==> src/rtl/spi_arb2_pkg.sv <==
// spi_arb_pkg: shared types and constants for the two-client SPI arbiter
package spi_arb_pkg;
    typedef enum logic [1:0] {GAP, IDLE, WAIT_CLR, BUSY} arb_state_t;
    localparam int GUARD_DEF = 4;
    localparam int GUARD_W = 4;
endpackage

==> src/rtl/spi_arb2_if.sv <==
// spi_arb2_if: client request/grant signals and SPI master strobe/data bundled together
interface spi_arb2_if;
    logic        req0;
    logic        req1;
    logic [15:0] cmd0;
    logic [15:0] cmd1;
    logic        gnt0;
    logic        gnt1;
    logic        done0;
    logic        done1;
    logic [15:0] rd_data0;
    logic [15:0] rd_data1;
    logic        wrt;
    logic [15:0] cmd;
    logic        spi_done;
    logic [15:0] spi_rd_data;
    modport slave (
        input  req0, req1, cmd0, cmd1, spi_done, spi_rd_data,
        output gnt0, gnt1, done0, done1, rd_data0, rd_data1, wrt, cmd
    );
    modport master (
        output req0, req1, cmd0, cmd1, spi_done, spi_rd_data,
        input  gnt0, gnt1, done0, done1, rd_data0, rd_data1, wrt, cmd
    );
endinterface

==> src/rtl/spi_arb2_rr_pick2.sv <==
// rr_pick2: two-way round-robin pick; sel=1 selects client 1
module rr_pick2 (
    input  logic req0,
    input  logic req1,
    input  logic last,
    output logic any,
    output logic sel
);
    assign any = req0 | req1;
    assign sel = (req0 & req1) ? ~last : req1;
endmodule

==> src/rtl/spi_arb2.sv <==
// spi_arb2: shares one SPI master between two clients with round-robin grants,
// a single-cycle wrt per grant and a guard gap between transactions.
module spi_arb2
    import spi_arb_pkg::*;
#(
    parameter int GUARD = GUARD_DEF
) (
    input logic      clk,
    input logic      rst_n,
    spi_arb2_if.slave bus
);
    arb_state_t         r_state;
    arb_state_t         w_nxt;
    logic [GUARD_W-1:0] r_cnt;
    logic               r_last;
    logic               r_wrt;
    logic               r_gnt0;
    logic               r_gnt1;
    logic               r_done0;
    logic               r_done1;
    logic [15:0]        r_cmd;
    logic [15:0]        r_rd0;
    logic [15:0]        r_rd1;
    logic               w_any;
    logic               w_sel;
    logic               w_grant;
    logic               w_finish;

    rr_pick2 u_pick (
        .req0 (bus.req0),
        .req1 (bus.req1),
        .last (r_last),
        .any  (w_any),
        .sel  (w_sel)
    );

    always_ff @(posedge clk or negedge rst_n) begin
        if (!rst_n) r_state <= GAP;
        else        r_state <= w_nxt;
    end

    // WAIT_CLR ignores the stale high done left over from the previous transfer
    always_comb begin
        w_nxt    = r_state;
        w_grant  = 1'b0;
        w_finish = 1'b0;
        case (r_state)
            GAP:      w_nxt = (r_cnt == GUARD_W'(GUARD - 1)) ? IDLE : GAP;
            IDLE: begin
                w_grant = w_any;
                w_nxt   = w_any ? WAIT_CLR : IDLE;
            end
            WAIT_CLR: w_nxt = bus.spi_done ? WAIT_CLR : BUSY;
            BUSY: begin
                w_finish = bus.spi_done;
                w_nxt    = bus.spi_done ? GAP : BUSY;
            end
            default:  w_nxt = GAP;
        endcase
    end

    always_ff @(posedge clk or negedge rst_n) begin
        if (!rst_n) begin
            r_cnt   <= '0;
            r_last  <= 1'b1;
            r_wrt   <= 1'b0;
            r_gnt0  <= 1'b0;
            r_gnt1  <= 1'b0;
            r_done0 <= 1'b0;
            r_done1 <= 1'b0;
            r_cmd   <= '0;
            r_rd0   <= '0;
            r_rd1   <= '0;
        end else begin
            r_cnt   <= (r_state == GAP) ? r_cnt + 1'b1 : '0;
            r_wrt   <= w_grant;
            r_done0 <= w_finish & r_gnt0;
            r_done1 <= w_finish & r_gnt1;
            if (w_grant) begin
                r_gnt0 <= ~w_sel;
                r_gnt1 <= w_sel;
                r_cmd  <= w_sel ? bus.cmd1 : bus.cmd0;
            end
            if (w_finish) begin
                r_gnt0 <= 1'b0;
                r_gnt1 <= 1'b0;
                r_last <= r_gnt1;
                r_rd0  <= r_gnt0 ? bus.spi_rd_data : r_rd0;
                r_rd1  <= r_gnt1 ? bus.spi_rd_data : r_rd1;
            end
        end
    end

    assign bus.wrt      = r_wrt;
    assign bus.cmd      = r_cmd;
    assign bus.gnt0     = r_gnt0;
    assign bus.gnt1     = r_gnt1;
    assign bus.done0    = r_done0;
    assign bus.done1    = r_done1;
    assign bus.rd_data0 = r_rd0;
    assign bus.rd_data1 = r_rd1;
endmodule

==> src/flat_wrapper.sv <==
// flat-port wrapper written by rule: the top's interface ports become plain ports
module spi_arb2_flat import spi_arb_pkg::*;
#(
    parameter int GUARD = GUARD_DEF
)
  (clk, rst_n, bus_req0, bus_req1, bus_cmd0, bus_cmd1, bus_spi_done, bus_spi_rd_data, bus_gnt0, bus_gnt1, bus_done0, bus_done1, bus_rd_data0, bus_rd_data1, bus_wrt, bus_cmd);
  spi_arb2_if bus_i ();
  input logic clk;
  input logic rst_n;
  input wire logic [$bits(bus_i.req0)-1:0] bus_req0;
  input wire logic [$bits(bus_i.req1)-1:0] bus_req1;
  input wire logic [$bits(bus_i.cmd0)-1:0] bus_cmd0;
  input wire logic [$bits(bus_i.cmd1)-1:0] bus_cmd1;
  input wire logic [$bits(bus_i.spi_done)-1:0] bus_spi_done;
  input wire logic [$bits(bus_i.spi_rd_data)-1:0] bus_spi_rd_data;
  output wire logic [$bits(bus_i.gnt0)-1:0] bus_gnt0;
  output wire logic [$bits(bus_i.gnt1)-1:0] bus_gnt1;
  output wire logic [$bits(bus_i.done0)-1:0] bus_done0;
  output wire logic [$bits(bus_i.done1)-1:0] bus_done1;
  output wire logic [$bits(bus_i.rd_data0)-1:0] bus_rd_data0;
  output wire logic [$bits(bus_i.rd_data1)-1:0] bus_rd_data1;
  output wire logic [$bits(bus_i.wrt)-1:0] bus_wrt;
  output wire logic [$bits(bus_i.cmd)-1:0] bus_cmd;
  assign bus_i.req0 = bus_req0;
  assign bus_i.req1 = bus_req1;
  assign bus_i.cmd0 = bus_cmd0;
  assign bus_i.cmd1 = bus_cmd1;
  assign bus_i.spi_done = bus_spi_done;
  assign bus_i.spi_rd_data = bus_spi_rd_data;
  assign bus_gnt0 = bus_i.gnt0;
  assign bus_gnt1 = bus_i.gnt1;
  assign bus_done0 = bus_i.done0;
  assign bus_done1 = bus_i.done1;
  assign bus_rd_data0 = bus_i.rd_data0;
  assign bus_rd_data1 = bus_i.rd_data1;
  assign bus_wrt = bus_i.wrt;
  assign bus_cmd = bus_i.cmd;
  spi_arb2 #(.GUARD(GUARD)) u_core (.clk(clk), .rst_n(rst_n), .bus(bus_i));
endmodule
==> config.mk <==
export PLATFORM = sky130hd
export DESIGN_NAME = spi_arb2_flat
export DESIGN_NICKNAME = d
export VERILOG_FILES = /design/src/rtl/spi_arb2_pkg.sv /design/src/rtl/spi_arb2_if.sv /design/src/rtl/spi_arb2_rr_pick2.sv /design/src/rtl/spi_arb2.sv /design/src/flat_wrapper.sv
export SDC_FILE = /design/constraint.sdc
export NUM_CORES = 1
export LEC_CHECK = 0
export CAP_MARGIN = 10
export CORE_MARGIN = 3
export CORE_UTILIZATION = 60
export DETAILED_ROUTE_END_ITERATION = 10
export DONT_BUFFER_PORTS = 1
export PLACE_DENSITY = 0.82
export SLEW_MARGIN = 20
export SYNTH_ARGS = -nofsm -noshare
export SYNTH_HDL_FRONTEND = slang
export SYNTH_HIERARCHICAL = 1
export SYNTH_SLANG_ARGS = --single-unit
==> constraint.sdc <==
create_clock -name clk -period 1.9 [get_ports clk]
set_input_delay 0.095 -clock clk [delete_from_list [all_inputs] [get_ports clk]]
set_output_delay 0.095 -clock clk [all_outputs]
set_load 0.005 [all_outputs]
==> metrics.txt <==
RSZ-0062 raised after global routing=false; Hold Startpoint=bus_cmd1[11]; first-pass GRT wire length=8.74 mm; commonest non-fill, non-tap cell in the layout=dfrtp_1; Worst path max stage delay=0.59 ns; die extent in x=71.3 um; core area=~0.004 sq mm; max_cap viols=0; synthesized flop and latch total=60; Seq/Total Area, Yosys=0.588; Setup CP Type=reg -> reg; largest net degree at the start of global routing=61; Net count, final=287; worst hold path type=in -> reg; Clock Latency Late Sink=between 0.3 and 0.4 ns; Sum Neg Setup Slack=0 ns; Hold WS=0.00978 ns; Post-Syn Instances=183; PwrDens=around 1400 mW/mm^2; leakage=approximately 1.6 nW; setup violators final=0; H-tree depth=3; routed vias=1,621; leading cell types in the layout, fill and taps excluded=dfrtp_1, dlygate4sd3_1, o21ai_0, nand2_1, mux2_4; syn_area_per_cell=14.0 sq um; worst vdd ir=around 0.81 mV; worst r2r src=u_core/r_last$_DFFE_PN1P_; CTS buffer count=9; yosys warns=6; critical-path cell list=a21boi_4 > buf_12 > mux2i_1 > dlygate4sd3_1 > o21ai_0; fin crit share=0.960; share of post-route cells with drive strength above 1=0.244; HPWL Detailed=3.47 mm; WP data required=approximately 2.1 ns; fmax=approximately 0.55 GHz; row count=23; reg-to-reg endpoint=u_core/bus.cmd[15]$_DFFE_PN0P_; clk slew on worst S/H paths=0.07 ns; status=finished, final reports clean; area growth from synthesis to layout=26.2%; worst r2r path cells=5; startpoint types=register; initial DRC count=85; r2r setup slk=roughly 0.076 ns; Hold Fails Final Rpt=0; full die area=0.00508 sq mm; WL/cell=between 20 and 25 um; final instance area=roughly 0.0032 sq mm; post-route minimum period=1.82 ns; GPL Wtd Cong=0.738; Crit Path Max Fanout=8; worst slew pin tran=around 0.31 ns; worst hold stages=2; Worst setup EP type=register; WHS Endpoint=u_core/bus.cmd[11]$_DFFE_PN0P_; clk sinks=60; async set-reset flop share out of synthesis=1.00; clk buf depth=2; total congestion overflow=0; CP max-delay cell=dlygate4sd3_1; io pins=roughly 110; detailed-route DRC error count=0; routed wire length=about 6 mm; root buf cell=clkbuf_8; initial core utilization=0.630; Placed Area=0.00254 sq mm; ANT cells=0; Yosys cell types=30; DR pass1 iterations=5; EDFF count, synth=0; vias in the first global route=between 1,500 and 2,000; Critical Path Start=u_core/r_last$_DFFE_PN1P_; Synthesized Nets=roughly 240; gr usage total=0.229; PortBufs=0; Synth Flop Type=dfrtp_1; Final Power=approximately 4.5 mW; TritonCTS clock tree=yes; Slew Limit Fails=0; DR vias/cell=~5.6; Worst Skew=0.00778 ns; synthesized cell area=between 0.002 and 0.003 sq mm; Slew HR=0.794; CP arrival=between 2 and 2.5 ns; post-route antenna net violation count=0; Die Ht=slightly above 70 um; initial antenna violation count=0
-- worst max path at each step --
stage	to	slack, ns	cells after the start
2_1_floorplan	u_core/bus.rd_data1[10]$_DFFE_PN0P_	0.50	6
3_3_place_gp	u_core/bus.rd_data0[5]$_DFFE_PN0P_	0.53	3
3_5_place_dp	u_core/bus.rd_data0[15]$_DFFE_PN0P_	0.47	3
4_1_cts	u_core/bus.cmd[7]$_DFFE_PN0P_	0.05	5
5_1_grt	u_core/bus.cmd[7]$_DFFE_PN0P_	0.02	5
6_report	u_core/bus.cmd[15]$_DFFE_PN0P_	0.08	5
-- registers in the layout, indices dropped and copies added (netlist names) --
| signal | flops |
|---|---|
| u_core/bus.cmd | 16 |
| u_core/bus.done0 | 1 |
| u_core/bus.done1 | 1 |
| u_core/bus.gnt0 | 1 |
| u_core/bus.gnt1 | 1 |
| u_core/bus.rd_data0 | 16 |
| u_core/bus.rd_data1 | 16 |
| u_core/bus.wrt | 1 |
| u_core/r_cnt | 4 |
| u_core/r_last | 1 |
| u_core/r_state | 2 |
-- what timing repair did --
| item | in CTS | in global routing |
|---|---|---|
| setup endpoints to repair | 0 | 12 |
| gates resized for setup | 0 | 4 |
| hold endpoints to repair | 106 | 0 |
| buffers inserted | 0 | 2 |
| hold buffers | 44 | 0 |
-- kinds of logic (layout without fill, tap and decap cells) --
group           count (synthesis)  in the layout  synth area share
buf+inv                        16             71            0.0470
simple gates                   31             31            0.0714
fa+ha+maj                       1              1           0.00489
compound gates                 25             25            0.0538
xor+xnor                        2              2           0.00685
flops                          60             60             0.588
mux                            48             48             0.228
-- stage by stage --
step           std cells  setup WS (ns)  utilization
2_1_floorplan        183          0.505            -
3_3_place_gp         225          0.534        0.626
3_5_place_dp         225          0.470        0.626
4_1_cts              285         0.0468        0.781
5_1_grt              288         0.0224        0.796
6_report             288         0.0762        0.796
-- per-layer routing --
| metal | GRT usage | routed length [um] | vias to the layer above |
|---|---|---|---|
| met2 | 0.391 | 3120 | 94 |
| met4 | 0.115 | 122 | 0 |
| met5 | 0 | 0 | - |
| met3 | 0.0813 | 506 | 10 |
| met1 | 0.252 | 2070 | 783 |
| li1 | - | - | 734 |
-- area by class of cell --
class / count / area, sq um
well taps: 50 / 62.6
clock inverters: 5 / 27.5
multi-input cells: 107 / 946
fillers: 210 / 830
flip-flops and latches: 60 / 1500
inverters: 6 / 22.5
clock buffers: 11 / 141
repair buffers: 49 / 526
-- worst max-delay path, delay by kind of cell (launching register included) --
family / cells / cell delay, ns
AO/OA/AOI/OAI: 2 / 0.31
buffers and inverters: 2 / 0.76
flip-flops: 1 / 0.39
multiplexers: 1 / 0.22
-- synth_stat cells (3+ instances only) --
| master | count | area, sq um |
|---|---|---|
| o21ai_0 | 18 | 90.1 |
| inv_1 | 6 | 22.5 |
| dfrtp_1 | 59 | 1480 |
| clkbuf_1 | 3 | 11.3 |
| mux2_4 | 17 | 255 |
| buf_12 | 3 | 60.1 |
| mux2i_1 | 16 | 160 |
| nand2_1 | 17 | 63.8 |
| mux2_2 | 15 | 169 |
| nor3_1 | 4 | 20.0 |
| buf_2 | 3 | 15.0 |
-- power breakdown --
part / total, mW / switching (mW) / internal (mW) / leakage [nW]
Combinational: 1.17 / 0.473 / 0.701 / 0.715
Clock: 0.961 / 0.462 / 0.499 / 0.0889
Sequential: 2.41 / 0.550 / 1.86 / 0.749
Power figures use the tool's default switching activity.
